$ cat src/rtl/sha1_core.sv
// sha1_core -- SHA-1 compression engine with internal chaining state.
//
// A 512-bit block arrives as 16 big-endian words over a valid/ready stream.
// The core then runs the 80 rounds, UNROLL rounds per clock, and adds the
// result into its own H registers so multi-block messages chain internally.
// Padding is the caller's job.
//
// Parameters:
//   UNROLL      rounds per clock; one of 1, 2, 4, 5, 8, 10, 16, 20
// Ports:
//   clk, rst    clock; asynchronous active-high reset (H and a..e -> IV)
//   start       begin a block (sampled in IDLE only)
//   first       with start: 1 = new message (H <= IV), 0 = chain onto H
//   word        message word W[t], big-endian
//   word_valid  word qualifier
//   word_ready  core accepts a word this cycle (LOAD only)
//   busy        high in every state except IDLE
//   done        one-cycle pulse; digest has just been updated
//   h_in        external initial H (only with SHA1_CORE_MIDSTATE_EN)
//   digest      {H0,H1,H2,H3,H4}
//
// Build option: define SHA1_CORE_MIDSTATE_EN to add h_in; start with
// first=1 then loads H and a..e from h_in instead of IV.
module sha1_core #(
    parameter int unsigned UNROLL = 1
) (
    input  logic         clk,
    input  logic         rst,
    input  logic         start,
    input  logic         first,
    input  logic [31:0]  word,
    input  logic         word_valid,
    output logic         word_ready,
    output logic         busy,
    output logic         done,
`ifdef SHA1_CORE_MIDSTATE_EN
    input  logic [159:0] h_in,
`endif
    output logic [159:0] digest
);

    localparam logic [159:0] IV = 160'h67452301_efcdab89_98badcfe_10325476_c3d2e1f0;
    localparam logic [6:0]   STEP   = 7'(UNROLL);
    localparam logic [6:0]   LAST_T = 7'(80 - UNROLL);

    generate
        if (!(UNROLL == 1 || UNROLL == 2 || UNROLL == 4 || UNROLL == 5 ||
              UNROLL == 8 || UNROLL == 10 || UNROLL == 16 || UNROLL == 20)) begin : g_bad_unroll
            $error("sha1_core: UNROLL must be one of 1,2,4,5,8,10,16,20");
        end
    endgenerate

    typedef enum logic [1:0] {IDLE, LOAD, ROUND, UPDATE} state_t;

    state_t       state, state_n;
    logic [31:0]  h [5];
    logic [31:0]  a, b, c, d, e;
    logic [31:0]  w [16];      // w[0] is W[t] for the current round
    logic [6:0]   cnt;         // word count in LOAD, round index t in ROUND
    logic [159:0] init_h;

`ifdef SHA1_CORE_MIDSTATE_EN
    assign init_h = h_in;
`else
    assign init_h = IV;
`endif

    assign digest = {h[0], h[1], h[2], h[3], h[4]};

    always_ff @(posedge clk or posedge rst) begin
        if (rst) state <= IDLE;
        else     state <= state_n;
    end

    // word_ready and busy decode registered state only.
    always_comb begin
        state_n    = state;
        word_ready = 1'b0;
        busy       = 1'b1;
        case (state)
            IDLE: begin
                busy = 1'b0;
                if (start) state_n = LOAD;
            end
            LOAD: begin
                word_ready = 1'b1;
                if (word_valid && cnt == 7'd15) state_n = ROUND;
            end
            ROUND:   if (cnt == LAST_T) state_n = UPDATE;
            UPDATE:  state_n = IDLE;
            default: state_n = IDLE;
        endcase
    end

    // UNROLL chained rounds; the schedule window slides one word per round,
    // producing W[t+16] from taps at t+13, t+8, t+2 and t.
    logic [31:0] ra, rb, rc, rd, re, rf, rk, rtmp, wnew;
    logic [31:0] rw [16];
    logic [6:0]  rt;

    always_comb begin
        ra = a; rb = b; rc = c; rd = d; re = e;
        rw = w;
        rf = '0; rk = '0; rtmp = '0; wnew = '0; rt = cnt;
        for (int unsigned j = 0; j < UNROLL; j++) begin
            rt = cnt + 7'(j);
            if (rt < 7'd20) begin
                rf = (rb & rc) | (~rb & rd);              rk = 32'h5a827999;
            end else if (rt < 7'd40) begin
                rf = rb ^ rc ^ rd;                        rk = 32'h6ed9eba1;
            end else if (rt < 7'd60) begin
                rf = (rb & rc) | (rb & rd) | (rc & rd);   rk = 32'h8f1bbcdc;
            end else begin
                rf = rb ^ rc ^ rd;                        rk = 32'hca62c1d6;
            end
            rtmp = {ra[26:0], ra[31:27]} + rf + re + rk + rw[0];
            re = rd;
            rd = rc;
            rc = {rb[1:0], rb[31:2]};
            rb = ra;
            ra = rtmp;
            wnew = rw[13] ^ rw[8] ^ rw[2] ^ rw[0];
            for (int unsigned k = 0; k < 15; k++) rw[k] = rw[k + 1];
            rw[15] = {wnew[30:0], wnew[31]};
        end
    end

    always_ff @(posedge clk or posedge rst) begin
        if (rst) begin
            h    <= '{IV[159:128], IV[127:96], IV[95:64], IV[63:32], IV[31:0]};
            a    <= IV[159:128];
            b    <= IV[127:96];
            c    <= IV[95:64];
            d    <= IV[63:32];
            e    <= IV[31:0];
            w    <= '{default: '0};
            cnt  <= '0;
            done <= 1'b0;
        end else begin
            done <= 1'b0;
            case (state)
                IDLE: if (start) begin
                    cnt <= '0;
                    if (first) begin
                        h <= '{init_h[159:128], init_h[127:96], init_h[95:64],
                               init_h[63:32], init_h[31:0]};
                        a <= init_h[159:128];
                        b <= init_h[127:96];
                        c <= init_h[95:64];
                        d <= init_h[63:32];
                        e <= init_h[31:0];
                    end else begin
                        a <= h[0];
                        b <= h[1];
                        c <= h[2];
                        d <= h[3];
                        e <= h[4];
                    end
                end
                LOAD: if (word_valid) begin
                    for (int unsigned k = 0; k < 15; k++) w[k] <= w[k + 1];
                    w[15] <= word;
                    cnt   <= (cnt == 7'd15) ? '0 : cnt + 7'd1;
                end
                ROUND: begin
                    a   <= ra;
                    b   <= rb;
                    c   <= rc;
                    d   <= rd;
                    e   <= re;
                    w   <= rw;
                    cnt <= cnt + STEP;
                end
                UPDATE: begin
                    h[0] <= h[0] + a;
                    h[1] <= h[1] + b;
                    h[2] <= h[2] + c;
                    h[3] <= h[3] + d;
                    h[4] <= h[4] + e;
                    done <= 1'b1;
                end
                default: ;
            endcase
        end
    end

endmodule
$ cat config.mk
export PLATFORM = sky130hd
export DESIGN_NAME = sha1_core
export DESIGN_NICKNAME = d
export VERILOG_FILES = /design/src/rtl/sha1_core.sv
export SDC_FILE = /design/constraint.sdc
export NUM_CORES = 2
export LEC_CHECK = 0
export BUFFER_PORTS_ARGS = -buffer_cell sky130_fd_sc_hd__buf_2
export CELL_PAD_IN_SITES_DETAIL_PLACEMENT = 0
export CELL_PAD_IN_SITES_GLOBAL_PLACEMENT = 2
export CORE_ASPECT_RATIO = 1.2
export CORE_MARGIN = 2
export CORE_UTILIZATION = 29
export CTS_CLUSTER_DIAMETER = 200
export DETAILED_ROUTE_END_ITERATION = 8
export PLACE_DENSITY_LB_ADDON = 0.1
export SLEW_MARGIN = 20
export SYNTH_ARGS = -nofsm -noshare
export SYNTH_HDL_FRONTEND = slang
export SYNTH_SLANG_ARGS = --single-unit
$ cat constraint.sdc
create_clock -name clk -period 22.7 [get_ports clk]
set_clock_uncertainty 0.05 [all_clocks]
set_input_delay 1.135 -clock clk [delete_from_list [all_inputs] [get_ports clk]]
set_output_delay 1.135 -clock clk [all_outputs]
set_load 0.03 [all_outputs]
==> run summary <==
Status = completed
Die W = 368 um
M2 GR Usage = 35.3%
Fin area = 53000 um^2
Post-DP Area = 49500 um^2
Final ANT Viol Nets = 0
Worst Setup End Kind = register
Post-CTS Resized = 0
Dominant synthesized flop cell = dfrtp_1
Worst setup margin = 15.59 ns
Worst hold path depth = 2
Row cnt = 160
Slew HR = 27.1%
# port buffers = 199
Critical Path Start Type = register
Data arrival, critical path = 7.64 ns
Vias/cell = 4.95
Seq/Total Area, Yosys = 46.1%
Clock buffer depth = 3
Cell area after synthesis = 46100 um^2
Worst Max-Slew Pin Slew = 1.09 ns
First-pass GRT wire length = 239 mm
Syn. warnings = 0
RSZ-0062 raised after global routing = false
Routed WL = 161 mm
Die span in y = 441 um
Die area = 162000 um^2
CTS Hold Bufs = 0
DRC viols = 0
Worst-path maximum fanout = 20
Clock slew at reported path FFs = 0.06 ns
Overflow left after global routing = 0
First-pass DRT Iterations = 5
CTS buffer count = 101
Layout cells sized above 1 = 25.2%
Compound-Gate Fraction of Synth Area = 15.3%
Post-Synth Simple-Gate Area = 7.05%
CTS tree = yes
Mapped Avg Cell Area = 11.0 um^2
Mux cell area share after synthesis = 12.5%
Starting Density = 29.2%
Maxcap violations = 0
Vias in the first global route = 33244
Routed len/inst = 24.6 um
Critical path class = register to register
CTS root buf = clkbuf_16
Overall routing resource usage = 20.0%
Clock Latency Late Sink = 0.72 ns
Post-CTS Setup Repair Bufs = 0
Final hold violations = 0
Final Cycle Share = 31.3%
Synth async-reset ratio = 100%
Worst reg2reg path depth = 24
Largest net degree at the start of global routing = 171
First-iteration detailed-routing DRC count = 1849
Routability cong. = 0.873
Synthesized-area fraction occupied by adder cells = 10.8%
EDFF count, synth = 0
Clock sinks = 842
Layout area overhead = 14.9%
Total negative slack = 0 ns
Met3 Use GR = 2.27%
Core area = 158000 um^2
Synth unique cells = 92
Xor/xnor cell area share of the yosys netlist = 4.75%
Final Util = 33.5%
H-tree levels = 3
Nets = 4707
#FFs+latches synth = 842
M1 GR Usage = 25.2%
Final min period = 7.11 ns
Antenna violations before repair = 9
Vias = 32385
Slew Limit Fails = 0
Syn Nets = 4550
# setup viols final = 0
HP Class = register to register
Main combinational cell family by area after synthesis = compound AO/OA/AOI/OAI gates
Req. time, crit path = 23.23 ns
Fmax = 141 MHz
Post-DP HPWL = 120 mm
IO Pins = 200
Mapped Cells = 4190
DP Worst Slack = 15.63 ns
Gr busiest metal = met2
-- layer usage --
layer,vias to the layer above,wire length (um)
met5,-,0
li1,15255,-
met2,547,81600
met1,16405,69200
met4,0,5210
met3,178,5090
-- metrics by stage --
stage / instances / hold slack [ns]
2_1_floorplan: 4190 / 0.396
3_3_place_gp: 6350 / 0.411
3_5_place_dp: 6350 / 0.417
4_1_cts: 6541 / 0.431
5_1_grt: 6541 / 0.449
6_report: 6543 / 0.426
-- worst max-delay path, cell delays in order (launching register included) --
cell,delay (ns)
dfrtp_1,0.46
a41oi_1,0.16
buf_4,0.21
nand2_1,0.57
inv_1,0.56
nor2_1,0.72
buf_4,0.33
inv_2,0.18
nor2_1,0.13
nor2_1,0.07
fa_1,0.56
inv_1,0.06
fa_1,0.50
inv_1,0.04
ha_1,0.34
a21o_1,0.20
a21oi_1,0.14
o21ai_0,0.10
a21o_1,0.21
or3_1,0.32
o311a_1,0.17
a41o_1,0.31
o221ai_2,0.22
mux2i_1,0.24
o211ai_1,0.10
-- registers in the layout, summed over array words and instances, names as in the netlist --
name    count
rw        480
c          32
e          32
done        1
state       2
d          32
digest    160
w          32
b          32
a          32
cnt         7
-- area by class of cell --
| class | count | area (um^2) |
|---|---|---|
| Clock inverter | 40 | 467 |
| Clock buffer | 151 | 3010 |
| Inverter | 232 | 880 |
| Antenna cell | 2 | 5.00 |
| Timing Repair Buffer | 247 | 1390 |
| Sequential cell | 842 | 21300 |
| Fill cell | 16230 | 105000 |
| Multi-Input combinational cell | 2923 | 23300 |
| Tap cell | 2106 | 2640 |
-- worst paths after layout --
path                           end  startpoint  slack [ns]
max in group asynchronous  rw[262]         rst       18.93
max reg2reg                  a[31]      cnt[5]       15.59
min                         rw[61]      rw[61]        0.43
min in group asynchronous  rw[376]         rst        0.57
min reg2reg                 rw[61]      rw[61]        0.43
max                          a[31]      cnt[5]       15.59
-- cells in the mapped netlist (73+ instances only) --
| library cell | n | area, um^2 |
|---|---|---|
| nor2_1 | 245 | 920 |
| xor2_1 | 73 | 639 |
| fa_1 | 125 | 2500 |
| nand2_1 | 293 | 1100 |
| ha_1 | 198 | 2480 |
| xnor2_1 | 177 | 1550 |
| a21oi_1 | 261 | 1310 |
| o21ai_0 | 312 | 1560 |
| dfrtp_1 | 682 | 17100 |
| inv_1 | 231 | 867 |
| dfstp_2 | 160 | 4200 |
| clkbuf_1 | 162 | 608 |
| mux2_2 | 488 | 5500 |
| a21o_1 | 90 | 676 |
-- cells by family after synthesis --
logic type	after synthesis
multiplexers	517
AND/OR/NAND/NOR	736
flip-flops	842
AO/OA/AOI/OAI	1097
buffers and inverters	425
XOR/XNOR	250
adder cells (fa/ha/maj)	323
-- cell usage in the layout, fill, tap and decap left out, drive strengths merged, types with 31 or more instances in the layout --
cell type,instances
a211oi,31
a21o,90
a21oi,265
a221oi,35
a22oi,53
buf,247
clkbuf,151
dfrtp,682
dfstp,160
fa,125
ha,198
inv,234
mux2,488
nand2,293
nand3,34
nor2,245
o21ai,331
o22ai,70
xnor2,177
xor2,73
Power is not shown: default switching activity piles up to over one toggle a cycle in this logic, so the estimate is an artifact.
